## config.mk

```make
export PLATFORM = sky130hd
export DESIGN_NAME = wb_regfile
export DESIGN_NICKNAME = d
export VERILOG_FILES = /design/src/rtl/wb_regfile.sv
export SDC_FILE = /design/constraint.sdc
export NUM_CORES = 2
export LEC_CHECK = 0
export ABC_AREA = 0
export CAP_MARGIN = 20
export CORE_ASPECT_RATIO = 1.25
export CORE_MARGIN = 3
export CORE_UTILIZATION = 42
export CTS_CLUSTER_SIZE = 8
export DETAILED_ROUTE_END_ITERATION = 7
export HOLD_SLACK_MARGIN = 0.1
export PLACE_DENSITY = 0.6
export SLEW_MARGIN = 20
export SYNTH_ARGS = -nofsm -noshare
export SYNTH_HDL_FRONTEND = slang
export SYNTH_SLANG_ARGS = --single-unit
```

## constraint.sdc

```tcl
create_clock -name clk_i -period 4.8 [get_ports clk_i]
set_input_delay 0.96 -clock clk_i [delete_from_list [all_inputs] [get_ports clk_i]]
set_output_delay 0.96 -clock clk_i [all_outputs]
set_load 0.05 [all_outputs]
```

## src/rtl/wb_regfile.sv

```systemverilog
// wb_regfile: write-back stage and the 32 x 32-bit architectural register file.
// This block selects the write-back value (ALU result or load data) and commits it
// to the register file. It serves the two ID-stage read ports and counts retired
// register writes.
// Optional feature macro: WB_BYPASS_EN. When it is defined, a write presented in a
// cycle is forwarded to a matching read port in that same cycle.
// x0 is never written and always reads as zero.
module wb_regfile #(
   parameter int DATA_W = 32,
   parameter int NREG   = 32
) (
   input  logic              clk_i,
   input  logic              rst_n_i,
   input  logic              RegWrite_i,
   input  logic              MemtoReg_i,
   input  logic [DATA_W-1:0] ALUResult_i,
   input  logic [DATA_W-1:0] Memdata_i,
   input  logic [4:0]        RDaddr_i,
   input  logic [4:0]        RS1addr_i,
   input  logic [4:0]        RS2addr_i,
   output logic [DATA_W-1:0] RS1data_o,
   output logic [DATA_W-1:0] RS2data_o,
   output logic [DATA_W-1:0] WBdata_o,
   output logic [31:0]       WBcount_o
);

   // Entry 0 exists only to keep indexing simple. It is held at zero and is never read.
   logic [DATA_W-1:0] regs_q [0:NREG-1];
   logic [31:0]       wbcount_q;
   logic [31:0]       wbcount_d;
   logic [DATA_W-1:0] wb_data_s;
   logic              wr_en_s;
   logic [DATA_W-1:0] rs1_data_s;
   logic [DATA_W-1:0] rs2_data_s;
`ifdef WB_BYPASS_EN
   logic              byp_en_s;
`endif

   // Write-back mux and commit qualifier; the mux output is valid whether or not RegWrite_i is set
   always_comb begin
      wb_data_s = ALUResult_i;
      if (MemtoReg_i) begin
         wb_data_s = Memdata_i;
      end else begin
         wb_data_s = ALUResult_i;
      end
      wr_en_s = RegWrite_i && (RDaddr_i != 5'd0);
   end

`ifdef WB_BYPASS_EN
   // Forwarding is suppressed during reset, because the write in that cycle is dropped
   always_comb begin
      byp_en_s = rst_n_i && wr_en_s;
   end
`endif

   // Read port 1: x0 reads zero, then the optional same-cycle bypass, then the array
   always_comb begin
      rs1_data_s = {DATA_W{1'b0}};
      if (RS1addr_i == 5'd0) begin
         rs1_data_s = {DATA_W{1'b0}};
`ifdef WB_BYPASS_EN
      end else if (byp_en_s && (RS1addr_i == RDaddr_i)) begin
         rs1_data_s = wb_data_s;
`endif
      end else begin
         rs1_data_s = regs_q[RS1addr_i];
      end
   end

   // Read port 2: this port decides its bypass independently of port 1
   always_comb begin
      rs2_data_s = {DATA_W{1'b0}};
      if (RS2addr_i == 5'd0) begin
         rs2_data_s = {DATA_W{1'b0}};
`ifdef WB_BYPASS_EN
      end else if (byp_en_s && (RS2addr_i == RDaddr_i)) begin
         rs2_data_s = wb_data_s;
`endif
      end else begin
         rs2_data_s = regs_q[RS2addr_i];
      end
   end

   // Retired-write counter next state: every RegWrite_i counts, x0 included, and the count wraps silently
   always_comb begin
      wbcount_d = wbcount_q;
      if (RegWrite_i) begin
         wbcount_d = wbcount_q + 32'd1;
      end else begin
         wbcount_d = wbcount_q;
      end
   end

   // Register array: clear everything on reset, otherwise commit the write-back value to a non-zero destination
   always_ff @(posedge clk_i) begin
      if (!rst_n_i) begin
         for (int i = 0; i < NREG; i++) begin
            regs_q[i] <= {DATA_W{1'b0}};
         end
      end else if (wr_en_s) begin
         regs_q[RDaddr_i] <= wb_data_s;
      end
   end

   // Counter register: reset to zero; a count presented in the reset cycle is dropped
   always_ff @(posedge clk_i) begin
      if (!rst_n_i) begin
         wbcount_q <= 32'd0;
      end else begin
         wbcount_q <= wbcount_d;
      end
   end

   assign RS1data_o = rs1_data_s;
   assign RS2data_o = rs2_data_s;
   assign WBdata_o  = wb_data_s;
   assign WBcount_o = wbcount_q;

endmodule

```

==> summary.txt <==
Timing
  – Fmax: 214 MHz
  – Setup Skew: 0.0184 ns
  – Hold Vio Cnt, Final: 0
  – Minimum clock period: 4.67 ns
  – Max-slew headroom: 19.0%
  – Fin. max-slew vios: 0
  – PnR worst setup slack: 0.126 ns
  – Tcrit/Tclk final: 97.4%
  – Worst slew pin tran: 1.21 ns
  – Setup TNS: 0 ns
  – Setup-failing EPs final: 0
  – RSZ-0062 raised after global routing: false

Critical path
  – Worst Setup Start Kind: input port
  – Reg2reg end: WBcount_o[30]
  – Register-to-Register Path Depth: 4
  – CP Class: in2out
  – Worst EP arrival: 3.71 ns
  – RR Startpoint: WBcount_o[8]
  – CP endpoint kind: output port
  – Worst Path Required: 3.84 ns
  – R2r setup slk: 2.66 ns
  – Crit path max fanout: 43

Global routing
  – Initial antenna violation count: 4
  – Gr usage total: 28.6%
  – Pin count of the biggest net entering global routing: 50
  – Vias in the first global route: 38100
  – Remaining Overflow, GRT: 0
  – First-pass GRT wire length: 271000 µm

Worst hold path
  – Hold Crit Class: reg2reg
  – Min-delay src: WBcount_o[31]
  – Hold depth: 2
  – Hold endpoint: WBcount_o[31]

Route
  – Routed vias/inst: 6.36
  – ANT nets after route: 0
  – Drt pass-1 iters: 8
  – Routed wire length: 190000 µm
  – DRC Markers: 0
  – Drt initial violations: 4769
  – Post-DR wirelength/cell: 32.0 µm
  – Vias: 37800

Logic synthesis
  – Ys flop type: edfxtp_1
  – Synthesis-stage register bit count: 1056
  – Post-synth top area cell: edfxtp_1
  – Gate Count Post-Synth: 3896
  – Asr flop ratio synth: 0%
  – Mapped Area: 53900 µm²
  – Register area share after synthesis: 58.3%
  – Largest cells by area after synthesis: edfxtp_1 57%, mux4_2 19%, nor2_1 7.1%
  – Netlist cell types: 44
  – Mean Syn Cell Area: 13.8 µm²
  – Post-synth EDFFs: 1024
  – Post-synth top area share: 57.1%
  – Synth Warn #: 0

Clock tree
  – CTS root buffer: clkbuf_16
  – Setup bufs post-CTS: 0
  – H-tree depth: 4
  – Count of clock tree sinks: 1056
  – Buffer levels on the longest clock path: 3
  – Clock Latency Late Sink: 0.75 ns
  – Hold-fix buffers, CTS: 0
  – CTS Buf Count: 149
  – Worst-path clk slew: 0.05 ns
  – CTS resizes: 0
  – CTS tree: built

Floorplanning
  – Core region area: 127000 µm²
  – Initial core utilization: 42.4%
  – Die Width: 326 µm
  – Chip height: 406 µm
  – Total die area: 133000 µm²
  – Number of placement rows: 146
  – Top-Level Pins: 211

Final layout
  – Commonest non-fill, non-tap cell in the layout: edfxtp_1
  – Layout area overhead: 20.3%
  – Nets@finish: 4291
  – Most frequent cells in the layout: 1024 x edfxtp_1, 1007 x nor2_1, 448 x mux4_2
  – Final Non-Filler Cells: 5939
  – Share of post-route cells with drive strength above 1: 27.6%
  – Fin util: 51.1%

Flow run
  – Max-Cap Viols: 0

Run status
  – Status: completed

Place
  – Detailed Place HPWL: 121000 µm
  – Placed cell count: 5758
  – RePlAce Congestion: 0.933
  – IO Port Bufs: 210
  – Dpl ws: 0.112 ns

Power
  – Total Power: 0.0241 W
  – Lkg Pwr: 22.7 nW
  – PwrDens: 372 nW/µm²
  – Worst IR Drop VDD: 0.303 mV
==> registers in the layout, indices dropped and copies added, names as in the netlist <==
signal     count
WBcount_o     32
regs_q      1024
==> worst max-delay path by stage <==
| stage | from | endpoint | slack, ns | cells past startpoint |
|---|---|---|---|---|
| after floorplan | RS1addr_i[0] | RS1data_o[1] | 0.37 | 7 |
| after global placement | RS2addr_i[2] | RS2data_o[3] | 0.11 | 7 |
| after detailed placement | RS2addr_i[0] | RS2data_o[3] | 0.11 | 7 |
| after CTS | RS2addr_i[0] | RS2data_o[3] | 0.11 | 7 |
| after global routing | RS2addr_i[2] | RS2data_o[4] | 0.07 | 9 |
| final | RS2addr_i[2] | RS2data_o[4] | 0.13 | 9 |
==> worst max-delay path: stages <==
cell,delay [ns]
buf_8,0.37
buf_12,0.26
buf_12,0.22
mux2i_1,0.10
a221oi_1,0.36
o21ai_0,0.31
a311oi_1,0.67
buf_4,0.23
buf_12,0.13
==> power breakdown <==
part | switching [W] | internal (W) | total, W
Sequential | 0.000248 | 0.0106 | 0.0109
Clock | 0.00380 | 0.00566 | 0.00946
Combinational | 0.00218 | 0.00159 | 0.00377
Total | 0.00624 | 0.0179 | 0.0241
==> synthesized netlist by cell type (4+ instances only) <==
master / number
a211oi_1: 64
a21oi_1: 12
a221oi_1: 16
a22oi_1: 64
a311oi_1: 64
and3_1: 4
and4_1: 5
buf_1: 17
buf_2: 92
clkbuf_1: 300
dfxtp_1: 32
edfxtp_1: 1024
inv_1: 39
mux2_2: 64
mux2i_1: 169
mux4_2: 448
nand2_1: 179
nand2b_1: 10
nand3_1: 8
nand4_1: 8
nor2_1: 1013
nor2b_1: 68
nor3_1: 4
nor4_1: 8
o2111ai_1: 48
o21ai_0: 73
o21ai_1: 10
o31ai_1: 9
or4_1: 11
xnor2_1: 5
xor2_1: 6
==> layer usage <==
layer  up-vias  GRT usage [%]  share of wire (%)
li1      15400              -                  -
met1     19400           35.9                 36
met2      2410           44.7                 47
met3       496           6.16                9.9
met4         2           19.2                7.4
met5         -              0             0.0068
==> kinds of logic after synthesis <==
group,count (synthesis),share of synthesized area [%]
simple gates,1333,10.0
flops,1056,58.3
mux,681,23.2
buf+inv,453,3.41
compound gates,360,4.87
xor+xnor,11,0.179
fa+ha+maj,1,0.0232
other cells,1,0.00696
==> through the flow <==
| step | area [µm²] | hold WS [ns] |
|---|---|---|
| 6_report | 64800 | 0.486 |
| 5_1_grt | 64800 | 0.512 |
| 4_1_cts | 64800 | 0.487 |
| 3_5_place_dp | 60800 | 0.477 |
| 3_3_place_gp | 60800 | 0.468 |
| 2_1_floorplan | 54000 | 0.680 |
==> area by class of cell <==
type                    count  area (µm²)
fillers                 10600       62100
diodes                      3        7.51
repair buffers            542        5830
multi-input cells        2418       21300
inverters                  40         153
flip-flops and latches   1056       31400
clock inverters            10         110
well taps                1702        2130
clock buffers             168        3910
No activity file was read; power rests on OpenSTA's default activity.
